<file path="src/rtl/sysid_check_arbiter_if.sv">
// Bus bundle between the two read requesters, the sysid slave and sysid_check_arbiter.
// The slave modport is the arbiter's view; master is the requester/testbench view.
interface sysid_check_arbiter_if;
   logic        m0_read;
   logic        m0_address;
   logic        m0_waitrequest;
   logic [31:0] m0_readdata;
   logic        m1_read;
   logic        m1_address;
   logic        m1_waitrequest;
   logic [31:0] m1_readdata;
   logic        sys_address;
   logic [31:0] sys_readdata;

   modport slave (
      input  m0_read, m0_address, m1_read, m1_address, sys_readdata,
      output m0_waitrequest, m0_readdata, m1_waitrequest, m1_readdata, sys_address
   );

   modport master (
      output m0_read, m0_address, m1_read, m1_address, sys_readdata,
      input  m0_waitrequest, m0_readdata, m1_waitrequest, m1_readdata, sys_address
   );
endinterface

</file>
<file path="src/rtl/sysid_check_arbiter.sv">
// Two-requester round-robin arbiter for the sysid slave with a boot-time ID/timestamp check.
// Define SYSID_RECHECK_EN to add periodic re-checks every RECHECK_PERIOD cycles.
module sysid_check_arbiter #(
   parameter logic [31:0] EXPECTED_ID        = 32'd0,
   parameter logic [31:0] EXPECTED_TIMESTAMP = 32'd1486773413
`ifdef SYSID_RECHECK_EN
   , parameter logic [23:0] RECHECK_PERIOD   = 24'd5000000
`endif
) (
   input  logic                  clock,
   input  logic                  reset,
   sysid_check_arbiter_if.slave  bus,
   output logic                  check_done,
   output logic                  id_ok,
   output logic [7:0]            mismatch_count
);

   typedef enum logic [2:0] {CHK_ID, CHK_TS, IDLE, ADDR, CAPT, RESP} state_t;

   state_t      state, state_nxt;
   logic [1:0]  phase, phase_nxt;
   logic        gnt, gnt_nxt;
   logic        gnt_addr, gnt_addr_nxt;
   logic        last, last_nxt;
   logic        id_match, id_match_nxt;
   logic        ts_match, ts_match_nxt;
   logic        sys_addr, sys_addr_nxt;
   logic        wait0, wait0_nxt;
   logic        wait1, wait1_nxt;
   logic [31:0] rdata0, rdata0_nxt;
   logic [31:0] rdata1, rdata1_nxt;
   logic        done_nxt;
   logic        ok_nxt;
   logic [7:0]  mcount_nxt;

   function automatic logic [7:0] sat_inc(input logic [7:0] v);
      return (v == 8'hFF) ? v : v + 8'd1;
   endfunction

`ifdef SYSID_RECHECK_EN
   logic [23:0] rc_cnt;
   logic        recheck_pending;
   logic        recheck_take;

   // A terminal count while a recheck is already pending is absorbed into the same flag.
   always_ff @(posedge clock) begin
      if (reset) begin
         rc_cnt          <= 24'd0;
         recheck_pending <= 1'b0;
      end else if (rc_cnt == RECHECK_PERIOD - 24'd1) begin
         rc_cnt          <= 24'd0;
         recheck_pending <= 1'b1;
      end else begin
         rc_cnt <= rc_cnt + 24'd1;
         if (recheck_take) recheck_pending <= 1'b0;
      end
   end
`endif

   always_comb begin
      state_nxt    = state;
      phase_nxt    = 2'd0;
      gnt_nxt      = gnt;
      gnt_addr_nxt = gnt_addr;
      last_nxt     = last;
      id_match_nxt = id_match;
      ts_match_nxt = ts_match;
      sys_addr_nxt = sys_addr;
      wait0_nxt    = 1'b1;
      wait1_nxt    = 1'b1;
      rdata0_nxt   = rdata0;
      rdata1_nxt   = rdata1;
      done_nxt     = check_done;
      ok_nxt       = id_ok;
      mcount_nxt   = mismatch_count;
`ifdef SYSID_RECHECK_EN
      recheck_take = 1'b0;
`endif
      case (state)
         CHK_ID: begin
            if (phase == 2'd0) begin
               sys_addr_nxt = 1'b0;
               phase_nxt    = 2'd1;
            end else begin
               id_match_nxt = (bus.sys_readdata == EXPECTED_ID);
               state_nxt    = CHK_TS;
            end
         end
         CHK_TS: begin
            if (phase == 2'd0) begin
               sys_addr_nxt = 1'b1;
               phase_nxt    = 2'd1;
            end else if (phase == 2'd1) begin
               ts_match_nxt = (bus.sys_readdata == EXPECTED_TIMESTAMP);
               phase_nxt    = 2'd2;
            end else begin
               ok_nxt    = id_match & ts_match;
               done_nxt  = 1'b1;
               if (!(id_match && ts_match)) mcount_nxt = sat_inc(mismatch_count);
               state_nxt = IDLE;
            end
         end
         IDLE: begin
            // On contention the requester that was not granted last wins.
            if (bus.m0_read || bus.m1_read) begin
               gnt_nxt      = (bus.m0_read && bus.m1_read) ? ~last : bus.m1_read;
               gnt_addr_nxt = gnt_nxt ? bus.m1_address : bus.m0_address;
               last_nxt     = gnt_nxt;
               state_nxt    = ADDR;
            end
`ifdef SYSID_RECHECK_EN
            else if (recheck_pending) begin
               recheck_take = 1'b1;
               state_nxt    = CHK_ID;
            end
`endif
         end
         ADDR: begin
            sys_addr_nxt = gnt_addr;
            state_nxt    = CAPT;
         end
         CAPT: begin
            if (gnt) begin
               rdata1_nxt = bus.sys_readdata;
               wait1_nxt  = 1'b0;
            end else begin
               rdata0_nxt = bus.sys_readdata;
               wait0_nxt  = 1'b0;
            end
            state_nxt = RESP;
         end
         RESP:    state_nxt = IDLE;
         default: state_nxt = CHK_ID;
      endcase
   end

   always_ff @(posedge clock) begin
      if (reset) begin
         state          <= CHK_ID;
         phase          <= 2'd0;
         gnt            <= 1'b0;
         gnt_addr       <= 1'b0;
         last           <= 1'b1;
         id_match       <= 1'b0;
         ts_match       <= 1'b0;
         sys_addr       <= 1'b0;
         wait0          <= 1'b1;
         wait1          <= 1'b1;
         rdata0         <= 32'd0;
         rdata1         <= 32'd0;
         check_done     <= 1'b0;
         id_ok          <= 1'b0;
         mismatch_count <= 8'd0;
      end else begin
         state          <= state_nxt;
         phase          <= phase_nxt;
         gnt            <= gnt_nxt;
         gnt_addr       <= gnt_addr_nxt;
         last           <= last_nxt;
         id_match       <= id_match_nxt;
         ts_match       <= ts_match_nxt;
         sys_addr       <= sys_addr_nxt;
         wait0          <= wait0_nxt;
         wait1          <= wait1_nxt;
         rdata0         <= rdata0_nxt;
         rdata1         <= rdata1_nxt;
         check_done     <= done_nxt;
         id_ok          <= ok_nxt;
         mismatch_count <= mcount_nxt;
      end
   end

   assign bus.sys_address    = sys_addr;
   assign bus.m0_waitrequest = wait0;
   assign bus.m1_waitrequest = wait1;
   assign bus.m0_readdata    = rdata0;
   assign bus.m1_readdata    = rdata1;

endmodule

</file>
<file path="src/flat_wrapper.sv">
// flat-port wrapper written by rule: the top's interface ports become plain ports
module sysid_check_arbiter_flat 
#(
   parameter logic [31:0] EXPECTED_ID        = 32'd0,
   parameter logic [31:0] EXPECTED_TIMESTAMP = 32'd1486773413

)
  (clock, reset, check_done, id_ok, mismatch_count, bus_m0_read, bus_m0_address, bus_m1_read, bus_m1_address, bus_sys_readdata, bus_m0_waitrequest, bus_m0_readdata, bus_m1_waitrequest, bus_m1_readdata, bus_sys_address);
  sysid_check_arbiter_if bus_i ();
  input  logic clock;
  input  logic reset;
  output logic check_done;
  output logic id_ok;
  output logic [7:0] mismatch_count;
  input wire logic [$bits(bus_i.m0_read)-1:0] bus_m0_read;
  input wire logic [$bits(bus_i.m0_address)-1:0] bus_m0_address;
  input wire logic [$bits(bus_i.m1_read)-1:0] bus_m1_read;
  input wire logic [$bits(bus_i.m1_address)-1:0] bus_m1_address;
  input wire logic [$bits(bus_i.sys_readdata)-1:0] bus_sys_readdata;
  output wire logic [$bits(bus_i.m0_waitrequest)-1:0] bus_m0_waitrequest;
  output wire logic [$bits(bus_i.m0_readdata)-1:0] bus_m0_readdata;
  output wire logic [$bits(bus_i.m1_waitrequest)-1:0] bus_m1_waitrequest;
  output wire logic [$bits(bus_i.m1_readdata)-1:0] bus_m1_readdata;
  output wire logic [$bits(bus_i.sys_address)-1:0] bus_sys_address;
  assign bus_i.m0_read = bus_m0_read;
  assign bus_i.m0_address = bus_m0_address;
  assign bus_i.m1_read = bus_m1_read;
  assign bus_i.m1_address = bus_m1_address;
  assign bus_i.sys_readdata = bus_sys_readdata;
  assign bus_m0_waitrequest = bus_i.m0_waitrequest;
  assign bus_m0_readdata = bus_i.m0_readdata;
  assign bus_m1_waitrequest = bus_i.m1_waitrequest;
  assign bus_m1_readdata = bus_i.m1_readdata;
  assign bus_sys_address = bus_i.sys_address;
  sysid_check_arbiter #(.EXPECTED_ID(EXPECTED_ID), .EXPECTED_TIMESTAMP(EXPECTED_TIMESTAMP)) u_core (.clock(clock), .reset(reset), .bus(bus_i), .check_done(check_done), .id_ok(id_ok), .mismatch_count(mismatch_count));
endmodule
</file>
<file path="config.mk">
export PLATFORM = sky130hd
export DESIGN_NAME = sysid_check_arbiter_flat
export DESIGN_NICKNAME = d
export VERILOG_FILES = /design/src/rtl/sysid_check_arbiter_if.sv /design/src/rtl/sysid_check_arbiter.sv /design/src/flat_wrapper.sv
export SDC_FILE = /design/constraint.sdc
export NUM_CORES = 1
export LEC_CHECK = 0
export CORE_MARGIN = 2
export CORE_UTILIZATION = 48
export DETAILED_ROUTE_END_ITERATION = 8
export GPL_ROUTABILITY_DRIVEN = 0
export PLACE_DENSITY = 0.84
export REMOVE_ABC_BUFFERS = 1
export SLEW_MARGIN = 40
export SYNTH_ARGS = -nofsm -noshare
export SYNTH_HDL_FRONTEND = slang
export SYNTH_SLANG_ARGS = --single-unit
</file>
<file path="constraint.sdc">
create_clock -name clock -period 2.9 [get_ports clock]
set_clock_uncertainty 0.2 [all_clocks]
set_input_delay 0.29 -clock clock [delete_from_list [all_inputs] [get_ports clock]]
set_output_delay 0.29 -clock clock [all_outputs]
set_load 0.05 [all_outputs]
</file>
==> Word-level counts from Yosys, hierarchy flattened <==
Cells that the tools add are included.
{ "totals": {"ff_bits": 87, "elab_cells": 71} }
{ "classes": {"add_sub_neg": 1, "n_eq_ne": 14, "n_mux": 16, "bitwise_logic": 8, "n_reduce_logical": 17} }
{ "op_table": {"columns": ["cell", "n"], "rows": [
  ["32-bit by 31-bit == test with 1-bit output (second input constant)", 1],
  ["32-bit zero test", 1],
  ["3-bit one-hot mux with 6 select lines", 1],
  ["3-bit 2-to-1 mux", 4],
  ["3-bit AND reduction", 3],
  ["8-bit by 1-bit adder with 8-bit output (second input constant)", 1],
  ["8-bit == test (second input constant)", 1],
  ["2-bit AND reduction", 4],
  ["1-bit 2-to-1 mux", 7],
  ["1-bit inverter", 7],
  ["3-bit by 2-bit == test with 1-bit output (second input constant)", 2],
  ["3-bit == test (second input constant)", 2],
  ["2-bit by 1-bit inequality test with 1-bit output (second input constant)", 3],
  ["2-bit inequality test (second input constant)", 3],
  ["5-bit AND reduction", 1],
  ["2-bit 2-to-1 mux", 2],
  ["2-bit one-hot mux with 2 select lines", 1],
  ["4-bit AND reduction", 1],
  ["3-bit by 1-bit == test with 1-bit output (second input constant)", 1],
  ["3-bit zero test", 1],
  ["1-bit one-hot mux with 3 select lines", 1],
  ["3-bit nonzero test", 1],
  ["2-bit by 1-bit == test with 1-bit output (second input constant)", 1],
  ["1-bit logical AND", 2],
  ["4 further kinds", 4]
]} }

==> Logic depth before layout (Yosys ltp) <==
{ "logic_depth": {"depth_word": 4, "mapped_depth": 7, "mapped_depth_nobuf": 5} }

==> Worst setup path before layout <==
Ideal clock, no wire load.
{ "synth_timing": {"kind": "register to register", "startpoint": "reg u_core.mismatch_count[0]", "endpoint": "reg u_core.mismatch_count[1]", "setup_time_ns": 0.128, "arrival_time_ns": 1.652, "t_required_ns": 2.572, "setup_slack_ns": 0.920, "path_stages_with_launch": 6, "period_less_slack_ns": 1.980, "cell_sequence": "dfxtp_1 ha_1 nand4_1 o211ai_4 mux2i_1 nor2_1"} }
{ "synth_via": {"elab_chain_cells": 3, "word_cells_on_any_way": 4} }
{ "synth_rtl": {"columns": ["item", "line", "text"], "rows": [
  ["start, declared", "sysid_check_arbiter.sv:15", "output logic [7:0] mismatch_count"],
  ["start signal, assigned", "sysid_check_arbiter.sv:169", "mismatch_count <= mcount_nxt;"],
  ["branches (longest 3 deep; another with 8-bit by 1-bit adder with 8-bit output)", null, null]
]} }
Several ways; the timed one is not identified.
A chain may end at the register's enable or synchronous reset.

==> Worst setup path in the final report <==
{ "layout_timing": {"startpoint": "reg u_core.mismatch_count[2]", "endpoint": "out mismatch_count[2]"} }
{ "layout_lines": {"columns": ["item", "line", "text"], "rows": [
  ["end, declared", "flat_wrapper.sv:14", "output logic [7:0] mismatch_count;"]
]} }
No word-level cell between the ends.

==> impl_metrics.tcl <==
set metrics [dict create \
    vias 3279 \
    postSynthAreaPerCell_um2 8.08 \
    tightest_slew_ns 0.680 \
    worst-path-stages 1 \
    synth_area_um2 3330 \
    rsz0062_at_grt "false" \
    diodes 0 \
    final-hold-violation-count 0 \
    cp-end-kind "output port" \
    overflow 0 \
    finalSetupViolCount 0 \
    cts_buffers 9 \
    drt_wl_total_um 8920 \
    cts.repair.resized 0 \
    crit_arrival_ns 1.63 \
    grt_max_degree 37 \
    finalMaxSlewViolations 0 \
    critical_path.top_delay_family "buffers and inverters" \
    wire_per_inst_um 14.8 \
    postCtsSetupRepairBufs 0 \
    min_path_type "primary input to flop" \
    slowest_delay_ns 0.84 \
    final_area_um2 4680 \
    path_cells "clkdlybuf4s50_1" \
    clock_path_buffers 2 \
    maxSlewHeadroom_pct 54.7 \
    ys_types 43 \
    die_y_um 87.3 \
    cts_hold_buf 0 \
    fin_nets 558 \
    cts-root-buf "clkbuf_8" \
    power.density_nw_per_um2 468 \
    clock.fmax_mhz 472 \
    p_total_mw 2.19 \
    p_comb_share_pct 6.6 \
    drive_gt1_share_pct 6.30 \
    drv_cap 0 \
    cts.sinks 87 \
    synthCells 412 \
    cp-start-kind "flop" \
    via_per_inst 5.43 \
    p_int_mw 1.67 \
    portBuffers 114 \
    fin_crit_ns 2.12 \
    path_max_fanout 7 \
    ys_ff_latch 87 \
    irDropWorstVdd_uv 334 \
    switching_share_pct 23.7 \
    cts_tree "done" \
    initialDrtViolationCount 194 \
    io_pins 115 \
    p_switching_mw 0.520 \
    insertion_delay_ns 0.35 \
    period_share_pct 73.0 \
    num_rows 30 \
    leakage_nw 1.61 \
    yosysWarnings 0 \
    r2r_cells 4 \
    rrSetupSlack_ns 0.81 \
    path_clk_slew_ns 0.09 \
    antenna_found_initial 0 \
    status "finished clean" \
    slowest_stage "clkdlybuf4s50_1" \
    ant_nets 0 \
    place_area_um2 4490 \
    area_growth_pct 40.8 \
    start_util_pct 49.2 \
    die_w_um 87.3 \
    design.die.area_um2 7610 \
    p_seq_share_pct 55.3 \
    htreeDepth 3 \
    dr.pass1.iters 5 \
    grt_pass1_wl_um 14000 \
    track_usage_pct 23.4 \
    coreArea_um2 6760 \
    grt_pass1_vias 2960 \
    drc_errors 0 \
    hold_depth 2 \
    required_ns 2.41 \
    ys_seq_area_share_pct 52.4 \
    critPathBufInv 1 \
    crit_type "flop to output port" \
    fin_util_pct 69.3 \
    totalNegativeSetupSlack_ns 0 \
    clockPowerShare_pct 38.1 \
    dp_hpwl_um 6240 \
]
per-stage QoR:
step	setup slack, ns	instances	hold WS, ns
6_report	0.782	604	0.242
2_1_floorplan	0.899	386	0.159
3_3_place_gp	0.750	588	0.241
4_1_cts	0.758	604	0.238
3_5_place_dp	0.765	588	0.249
5_1_grt	0.701	604	0.269
routing by layer:
layer | up-vias | track usage [%] | wire length [µm]
met5 | - | 0 | 0
met4 | 0 | 9.09 | 94
met3 | 8 | 4.55 | 559
met2 | 108 | 38.3 | 4350
met1 | 1555 | 30.4 | 3910
li1 | 1608 | - | -
synth_stat cells:
master / number / area (µm²)
ha_1: 1 / 12.5
buf_6: 3 / 33.8
xor2_1: 2 / 17.5
and2_1: 2 / 12.5
o21ai_0: 5 / 25.0
nand3_1: 3 / 15.0
and3_1: 3 / 18.8
nand4_1: 8 / 50.1
o2111ai_1: 1 / 8.76
dfxtp_1: 87 / 1740
nor2_2: 1 / 6.26
or3_1: 3 / 18.8
nand3b_1: 1 / 7.51
a21boi_0: 1 / 7.51
or3b_4: 1 / 11.3
or2_1: 1 / 6.26
mux2i_1: 2 / 20.0
a32o_1: 1 / 10.0
inv_1: 4 / 15.0
and4bb_2: 1 / 12.5
or2_2: 1 / 6.26
a31oi_1: 2 / 12.5
a31o_2: 1 / 8.76
o211ai_1: 1 / 7.51
buf_4: 1 / 7.51
o22a_1: 1 / 8.76
and4_1: 1 / 8.76
o211ai_4: 1 / 21.3
mux2_2: 1 / 11.3
a32oi_1: 1 / 8.76
nor4_1: 11 / 68.8
nor2_1: 17 / 63.8
a211oi_1: 1 / 7.51
a2111oi_0: 1 / 8.76
clkbuf_1: 12 / 45.0
buf_2: 10 / 50.1
nor3_1: 4 / 20.0
nand2_1: 139 / 522
o22ai_1: 1 / 6.26
nor3b_1: 2 / 15.0
and4b_1: 1 / 10.0
a21oi_1: 70 / 350
or4_1: 1 / 7.51
power groups by stage:
stage / clock network (mW) / registers (mW) / logic (mW)
floorplan: 0 / 1.25 / 0.0306
global placement: 0 / 1.24 / 0.140
detailed placement: 0 / 1.24 / 0.143
CTS: 0.849 / 1.21 / 0.143
global route: 0.900 / 1.21 / 0.154
finish: 0.835 / 1.21 / 0.144
cell usage in the layout, fill, tap and decap left out, types with 5 or more instances in the layout:
master / netlist / layout
nand4_1: 8 / 8
nand2_1: 139 / 139
o21ai_0: 5 / 5
dfxtp_1: 87 / 87
a21oi_1: 70 / 70
clkbuf_8: 0 / 9
nor4_1: 11 / 11
buf_4: 1 / 8
nor2_1: 17 / 17
clkdlybuf4s50_1: 0 / 113
worst paths after layout:
check,endpoint,from
min,u_core.mismatch_count[1],reset
max,mismatch_count[2],u_core.mismatch_count[2]
max reg2reg,u_core.bus.m0_readdata[17],u_core.state[2]
min reg2reg,u_core.bus.m1_readdata[25],u_core.bus.m1_readdata[25]
sequential cells by signal, summed over array words and instances, names as in the netlist:
| name | count |
|---|---|
| u_core.bus.m0_waitrequest | 1 |
| u_core.state | 3 |
| u_core.bus.m1_waitrequest | 1 |
| u_core.id_match | 1 |
| u_core.ts_match | 1 |
| u_core.phase | 2 |
| u_core.last | 1 |
| u_core.bus.sys_address | 1 |
| u_core.bus.m1_readdata | 32 |
| u_core.gnt_addr | 1 |
| u_core.gnt | 1 |
| u_core.bus.m0_readdata | 32 |
| u_core.check_done | 1 |
| u_core.mismatch_count | 8 |
| u_core.id_ok | 1 |
final cells by class:
| type | count | area (µm²) |
|---|---|---|
| Clock inverter | 7 | 72.6 |
| Multi-Input combinational cell | 295 | 1430 |
| Fill cell | 545 | 2070 |
| Clock buffer | 9 | 124 |
| Timing Repair Buffer | 122 | 1200 |
| Inverter | 4 | 15.0 |
| Tap cell | 80 | 100 |
| Sequential cell | 87 | 1740 |
cell families (layout without fill, tap and decap cells):
group	after synthesis	in the layout	synth area share (%)
compound gates	88	88	14.8
fa+ha+maj	1	1	0.376
xor+xnor	2	2	0.527
flops	87	87	52.4
simple gates	201	201	26.5
buf+inv	30	142	4.55
mux	3	3	0.940
(Power assumes the default switching activity.)
